==> src/rtl/stack_unit_pkg.sv <==
// Shared definitions for the stack engine: sizing defaults, reset SP,
// command opcodes and the FSM state encoding.
package stack_unit_pkg;

   localparam int        STACK_DEPTH    = 128;
   localparam int        STACK_AW       = 7;
   localparam logic [7:0] STACK_SP_RESET = 8'h07;

   localparam logic OP_PUSH = 1'b0;
   localparam logic OP_POP  = 1'b1;

   typedef enum logic [1:0] {
      IDLE    = 2'd0,
      PUSH_WR = 2'd1,
      POP_RD  = 2'd2,
      POP_WB  = 2'd3
   } state_t;

endpackage

==> src/rtl/stack_unit_if.sv <==
// Command handshake between the instruction control FSM (master)
// and the stack engine (slave).
interface stack_unit_if;

   logic       cmd_valid;
   logic       cmd_op;
   logic       cmd_ready;
   logic [7:0] push_data;
   logic       done;

   modport master (
      output cmd_valid,
      output cmd_op,
      output push_data,
      input  cmd_ready,
      input  done
   );

   modport slave (
      input  cmd_valid,
      input  cmd_op,
      input  push_data,
      output cmd_ready,
      output done
   );

endinterface

==> src/rtl/stack_unit_ram.sv <==
// Single-port stack RAM: synchronous write and synchronous read, no reset,
// so contents survive a CPU reset.
module stack_ram #(
   parameter int DEPTH = 128,
   parameter int AW    = 7
) (
   input  logic          clk,
   input  logic          we,
   input  logic          re,
   input  logic [AW-1:0] addr,
   input  logic [7:0]    wdata,
   output logic [7:0]    rdata
);

   logic [7:0] mem [DEPTH];

   // One address port shared by both operations; the engine never reads
   // and writes in the same cycle.
   always_ff @(posedge clk) begin
      if (we) begin
         mem[addr] <= wdata;
      end
      if (re) begin
         rdata <= mem[addr];
      end
   end

endmodule

==> src/rtl/stack_unit.sv <==
// 8051-style stack engine: owns SP and the stack RAM, executes PUSH/POP
// commands and drives a one-cycle load strobe for popped bytes.
module stack_unit
   import stack_unit_pkg::*;
#(
   parameter int         DEPTH    = STACK_DEPTH,
   parameter int         AW       = STACK_AW,
   parameter logic [7:0] SP_RESET = STACK_SP_RESET
) (
   input  logic         clk,
   input  logic         rst,
   stack_unit_if.slave  bus,
   input  logic         sp_we,
   input  logic [7:0]   sp_wdata,
   input  logic         flag_clr,
   output logic         out_load,
   output logic [7:0]   out_value,
   output logic [7:0]   sp,
   output logic         ovf,
   output logic         uflow
);

   state_t     state_q;
   logic [7:0] sp_q;
   logic [7:0] pushData_q;
   logic [7:0] outValue_q;
   logic       outLoad_q;
   logic       done_q;
   logic       ovf_q;
   logic       uflow_q;

   logic          pushFits;
   logic          ramWe;
   logic          ramRe;
   logic [AW-1:0] spLow;
   logic [AW-1:0] ramAddr;
   logic [7:0]    ramRdata;
   logic          ovfSet;
   logic          uflowSet;
   logic          ovf_d;
   logic          uflow_d;

   // A push only lands when the incremented SP still fits in the RAM;
   // otherwise it is reported as overflow and the RAM is left alone.
   assign pushFits = (sp_q < 8'(DEPTH - 1));
   assign ramWe    = (state_q == PUSH_WR) && pushFits;
   assign ramRe    = (state_q == POP_RD);
   assign spLow    = sp_q[AW-1:0];
   assign ramAddr  = ramWe ? (spLow + AW'(1)) : spLow;

   // Sticky flags: a new event in the same cycle as flag_clr keeps the flag set.
   assign ovfSet   = (state_q == PUSH_WR) && !pushFits;
   assign uflowSet = (state_q == POP_WB) && (sp_q == 8'h00);
   assign ovf_d    = ovfSet   | (ovf_q   & ~flag_clr);
   assign uflow_d  = uflowSet | (uflow_q & ~flag_clr);

   stack_ram #(
      .DEPTH (DEPTH),
      .AW    (AW)
   ) u_ram (
      .clk   (clk),
      .we    (ramWe),
      .re    (ramRe),
      .addr  (ramAddr),
      .wdata (pushData_q),
      .rdata (ramRdata)
   );

   // Command FSM; a direct SP write in IDLE takes priority over a command.
   always_ff @(posedge clk or negedge rst) begin
      if (!rst) begin
         state_q    <= IDLE;
         sp_q       <= SP_RESET;
         pushData_q <= 8'h00;
         outValue_q <= 8'h00;
         outLoad_q  <= 1'b0;
         done_q     <= 1'b0;
         ovf_q      <= 1'b0;
         uflow_q    <= 1'b0;
      end else begin
         outLoad_q <= 1'b0;
         done_q    <= 1'b0;
         ovf_q     <= ovf_d;
         uflow_q   <= uflow_d;
         case (state_q)
            IDLE: begin
               if (sp_we) begin
                  sp_q <= sp_wdata;
               end else if (bus.cmd_valid) begin
                  if (bus.cmd_op == OP_PUSH) begin
                     pushData_q <= bus.push_data;
                     state_q    <= PUSH_WR;
                  end else begin
                     state_q <= POP_RD;
                  end
               end
            end
            PUSH_WR: begin
               if (pushFits) begin
                  sp_q <= sp_q + 8'd1;
               end
               done_q  <= 1'b1;
               state_q <= IDLE;
            end
            POP_RD: begin
               state_q <= POP_WB;
            end
            POP_WB: begin
               outValue_q <= ramRdata;
               outLoad_q  <= 1'b1;
               done_q     <= 1'b1;
               if (sp_q != 8'h00) begin
                  sp_q <= sp_q - 8'd1;
               end
               state_q <= IDLE;
            end
            default: begin
               state_q <= IDLE;
            end
         endcase
      end
   end

   assign bus.cmd_ready = (state_q == IDLE) && !sp_we;
   assign bus.done      = done_q;
   assign out_load      = outLoad_q;
   assign out_value     = outValue_q;
   assign sp            = sp_q;
   assign ovf           = ovf_q;
   assign uflow         = uflow_q;

endmodule

==> src/flat_wrapper.sv <==
// flat-port wrapper written by rule: the top's interface ports become plain ports
module stack_unit_flat import stack_unit_pkg::*;
#(
   parameter int         DEPTH    = STACK_DEPTH,
   parameter int         AW       = STACK_AW,
   parameter logic [7:0] SP_RESET = STACK_SP_RESET
)
  (clk, rst, sp_we, sp_wdata, flag_clr, out_load, out_value, sp, ovf, uflow, bus_cmd_valid, bus_cmd_op, bus_push_data, bus_cmd_ready, bus_done);
  stack_unit_if bus_i ();
  input  logic clk;
  input  logic rst;
  input  logic sp_we;
  input  logic [7:0] sp_wdata;
  input  logic flag_clr;
  output logic out_load;
  output logic [7:0] out_value;
  output logic [7:0] sp;
  output logic ovf;
  output logic uflow;
  input wire logic [$bits(bus_i.cmd_valid)-1:0] bus_cmd_valid;
  input wire logic [$bits(bus_i.cmd_op)-1:0] bus_cmd_op;
  input wire logic [$bits(bus_i.push_data)-1:0] bus_push_data;
  output wire logic [$bits(bus_i.cmd_ready)-1:0] bus_cmd_ready;
  output wire logic [$bits(bus_i.done)-1:0] bus_done;
  assign bus_i.cmd_valid = bus_cmd_valid;
  assign bus_i.cmd_op = bus_cmd_op;
  assign bus_i.push_data = bus_push_data;
  assign bus_cmd_ready = bus_i.cmd_ready;
  assign bus_done = bus_i.done;
  stack_unit #(.DEPTH(DEPTH), .AW(AW), .SP_RESET(SP_RESET)) u_core (.clk(clk), .rst(rst), .bus(bus_i), .sp_we(sp_we), .sp_wdata(sp_wdata), .flag_clr(flag_clr), .out_load(out_load), .out_value(out_value), .sp(sp), .ovf(ovf), .uflow(uflow));
endmodule
==> config.mk <==
export PLATFORM = sky130hd
export DESIGN_NAME = stack_unit_flat
export DESIGN_NICKNAME = d
export VERILOG_FILES = /design/src/rtl/stack_unit_pkg.sv /design/src/rtl/stack_unit_if.sv /design/src/rtl/stack_unit_ram.sv /design/src/rtl/stack_unit.sv /design/src/flat_wrapper.sv
export SDC_FILE = /design/constraint.sdc
export NUM_CORES = 1
export LEC_CHECK = 0
export ABC_AREA = 1
export BUFFER_PORTS_ARGS = -buffer_cell sky130_fd_sc_hd__buf_4
export CAP_MARGIN = 40
export CELL_PAD_IN_SITES_DETAIL_PLACEMENT = 0
export CELL_PAD_IN_SITES_GLOBAL_PLACEMENT = 2
export CORE_MARGIN = 2
export CORE_UTILIZATION = 35
export DETAILED_ROUTE_END_ITERATION = 16
export GPL_ROUTABILITY_DRIVEN = 0
export HOLD_SLACK_MARGIN = 0.06
export PLACE_DENSITY = 0.66
export SLEW_MARGIN = 25
export SYNTH_ARGS = -nofsm -noshare
export SYNTH_HDL_FRONTEND = slang
export SYNTH_SLANG_ARGS = --single-unit
export TNS_END_PERCENT = 5
==> constraint.sdc <==
create_clock -name clk -period 5.2 [get_ports clk]
set_clock_uncertainty 0.1 [all_clocks]
set_input_delay 0.52 -clock clk [delete_from_list [all_inputs] [get_ports clk]]
set_output_delay 0.52 -clock clk [all_outputs]
set_load 0.005 [all_outputs]
==> reports/metrics.yaml <==
grt:
  grt_max_degree: 121
  antenna_found_initial: 0
  track_usage_pct: 20.7
  grt_pass1_vias: 28400
  grt_pass1_wl_um: 197000
  grt_overflow: 0
clocking:
  clock-sinks: 1062
  ctsResizeCount: 0
  numCtsBuffers: 118
  cts-root-buf: "clkbuf_16"
  cts_max_level: 3
  clock_path_buffers: 3
  post-cts-setup-buffer-count: 0
  cts_tree: "built"
  clock_latency_ps: 730
  clk_pin_slew_ps: 60
finish:
  area_growth_pct: 16.8
  post-route-util_pct: 41.1
  layout-drive-gt1-share_pct: 9.97
  antenna-diode-count: 0
  layout_commonest_cell: "nand2_1"
  finalNetCount: 4314
  most-common-layout-cells: "nand2_1, edfxtp_1, nor2_1"
drt:
  viasPerCell: 4.80
  drt-initial-drc-count: 2418
  finalWirelength_um: 135000
  ant_nets: 0
  via_count: 28900
  drc_errors: 0
  dr.pass1.iters: 5
  wire_per_inst_um: 22.3
floorplanning:
  die_h_um: 359
  core_um2: 125000
  dieArea_um2: 129000
  initial_core_util_pct: 35.2
  rows: 130
  die_w_um: 359
  ios: 43
place:
  hpwl_um: 81500
  io_buffers: 42
  post-place-ws_ps: 906
setup_path:
  end_kind: "flop"
  rrSetupSlack_ps: 950
  cp_max_fo: 43
  worst_ep_arrival_time_ps: 4520
  cpPeakStageDelay_ps: 640
  timing.rr.start: "u_core.sp[0]"
  cp.required_ps: 5470
  crit_path_frequent_cell: "nand2_1"
  critPathKind: "reg2reg"
  start_kind: "flop"
  crit_slowest_cell: "dfstp_2"
  startpoint: "u_core.sp[0]"
  path_cells: "ha_1 > nand2_1 > nor2_1 > nand2_2 > nand3_4 > nand2_1 > nand2_1 > nand2_1 > inv_4 > nand2_2 > buf_4 > nor2_1"
synthesis:
  ys_seq_area_share_pct: 72.0
  syn_avg_cell_area_um2: 10.7
  ys_async_sr_fraction_pct: 2.82
  ys_types: 40
  netlist_instances: 4120
  yosys_warnings: 0
  synth-edff-count: 1032
  synth_fp_nets: 4151
  synth_seq_cells: 1062
  syn_area_um2: 44100
  ys.flop_type: "edfxtp_1"
worst_hold_path:
  hold_path_class: "in2reg"
  hold_path.startpoint: "sp_we"
timing:
  hold_ws_ps: 134
  tns_ps: 0
  fin_ws_ps: 946
  clock.fmax_ghz: 0.235
  maxSlewViolCount: 0
  relSlewSlack_pct: 43.9
  hold_violations: 0
  finalSetupViolCount: 0
  post-route-period-util_pct: 81.8
  tightest_slew_ps: 842
  fin_crit_ps: 4250
  rsz0062_at_grt: "no"
pwr:
  power_leakage_nw: 20.2
  p_per_area_nw_per_um2: 636
  peakVddDrop_uv: 439
run_status:
  status: "complete, no violations"
flow_run:
  drv_cap: 0
Yosys cell counts (2+ instances only):
cell,instances,area (um2)
buf_6,6,67.6
buf_4,7,52.6
nand3_1,21,105
a21oi_1,11,55.1
o21ai_0,25,125
dfrtp_1,27,676
mux2_2,8,90.1
buf_1,3,11.3
nand2_2,5,31.3
dfstp_2,3,78.8
o22ai_1,2,12.5
nand2_1,2351,8820
edfxtp_1,1032,31000
nor2_1,255,957
nor2_2,3,18.8
inv_2,8,30.0
o211ai_1,2,15.0
ha_1,8,100
o21ai_1,25,125
inv_1,33,124
clkbuf_1,38,143
nor3_1,4,20.0
buf_2,139,696
nand4_1,85,532
xor2_1,4,35.0
flip-flops by register name, summed over array words and instances (netlist names):
signal,flops
u_core.state_q,2
u_core.bus.done,1
u_core.out_value,8
u_core.uflow,1
u_core.sp,8
u_core.pushData_q,8
u_core.out_load,1
u_core.u_ram.rdata,8
u_core.u_ram.mem,1024
u_core.ovf,1
layer usage:
| layer | up-vias | GRT usage, % | part of all wire [%] |
|---|---|---|---|
| met1 | 14200 | 30.7 | 48 |
| met3 | 112 | 2.79 | 4.8 |
| li1 | 14000 | - | - |
| met5 | - | 0 | 0 |
| met4 | 0 | 4.51 | 1.4 |
| met2 | 683 | 32.5 | 46 |
per-stage QoR:
step,instances,power [mW],instance area [um2]
after floorplan,4120,18.7,44100
after global placement,5771,24.5,47000
after detailed placement,5784,24.6,47200
after CTS,6023,33.2,51400
after global routing,6032,34.7,51500
final,6032,32.7,51500
power breakdown:
group / internal (mW) / switching (mW) / total (mW)
Combinational: 3.21 / 9.56 / 12.8
Sequential: 10.9 / 0.513 / 11.4
Clock: 5.11 / 3.45 / 8.57
area by class of cell:
type / count / area, um2
clock inverters: 78 / 841
fillers: 12200 / 73800
flip-flops and latches: 1062 / 31800
multi-input cells: 2823 / 11300
inverters: 42 / 163
clock buffers: 141 / 3100
repair buffers: 236 / 2240
well taps: 1650 / 2060
what timing repair did:
action / 4_1_cts / 5_1_grt
setup endpoints to repair: 0 / 0
hold buffers: 20 / 0
endpoints found under the hold margin: 50 / 0
worst paths after layout:
check | depth (start not counted) | endpoint
min | 5 | u_core.state_q[1]
min reg2reg | 2 | u_core.out_value[0]
max in group asynchronous | 2 | u_core.sp[1]
max reg2reg | 12 | u_core.u_ram.mem[122][1]
max | 12 | u_core.u_ram.mem[122][1]
min in group asynchronous | 2 | u_core.pushData_q[5]
worst max-delay path: cells and delay by family, from the launching register on:
family / cells / cell delay, ps
fa+ha+maj: 1 / 200
buf+inv: 2 / 870
flops: 1 / 640
simple gates: 9 / 2030
cell families after synthesis:
kind of cell               synth area share, %
AOI/OAI and AO/OA                        0.843
DFF                                       72.0
buffers and inverters                     2.56
and+or+nand+nor                           24.0
xor gates and xnor gates                 0.116
adders and majority gates                0.273
muxes                                    0.204
Power figures use the tool's default switching activity.
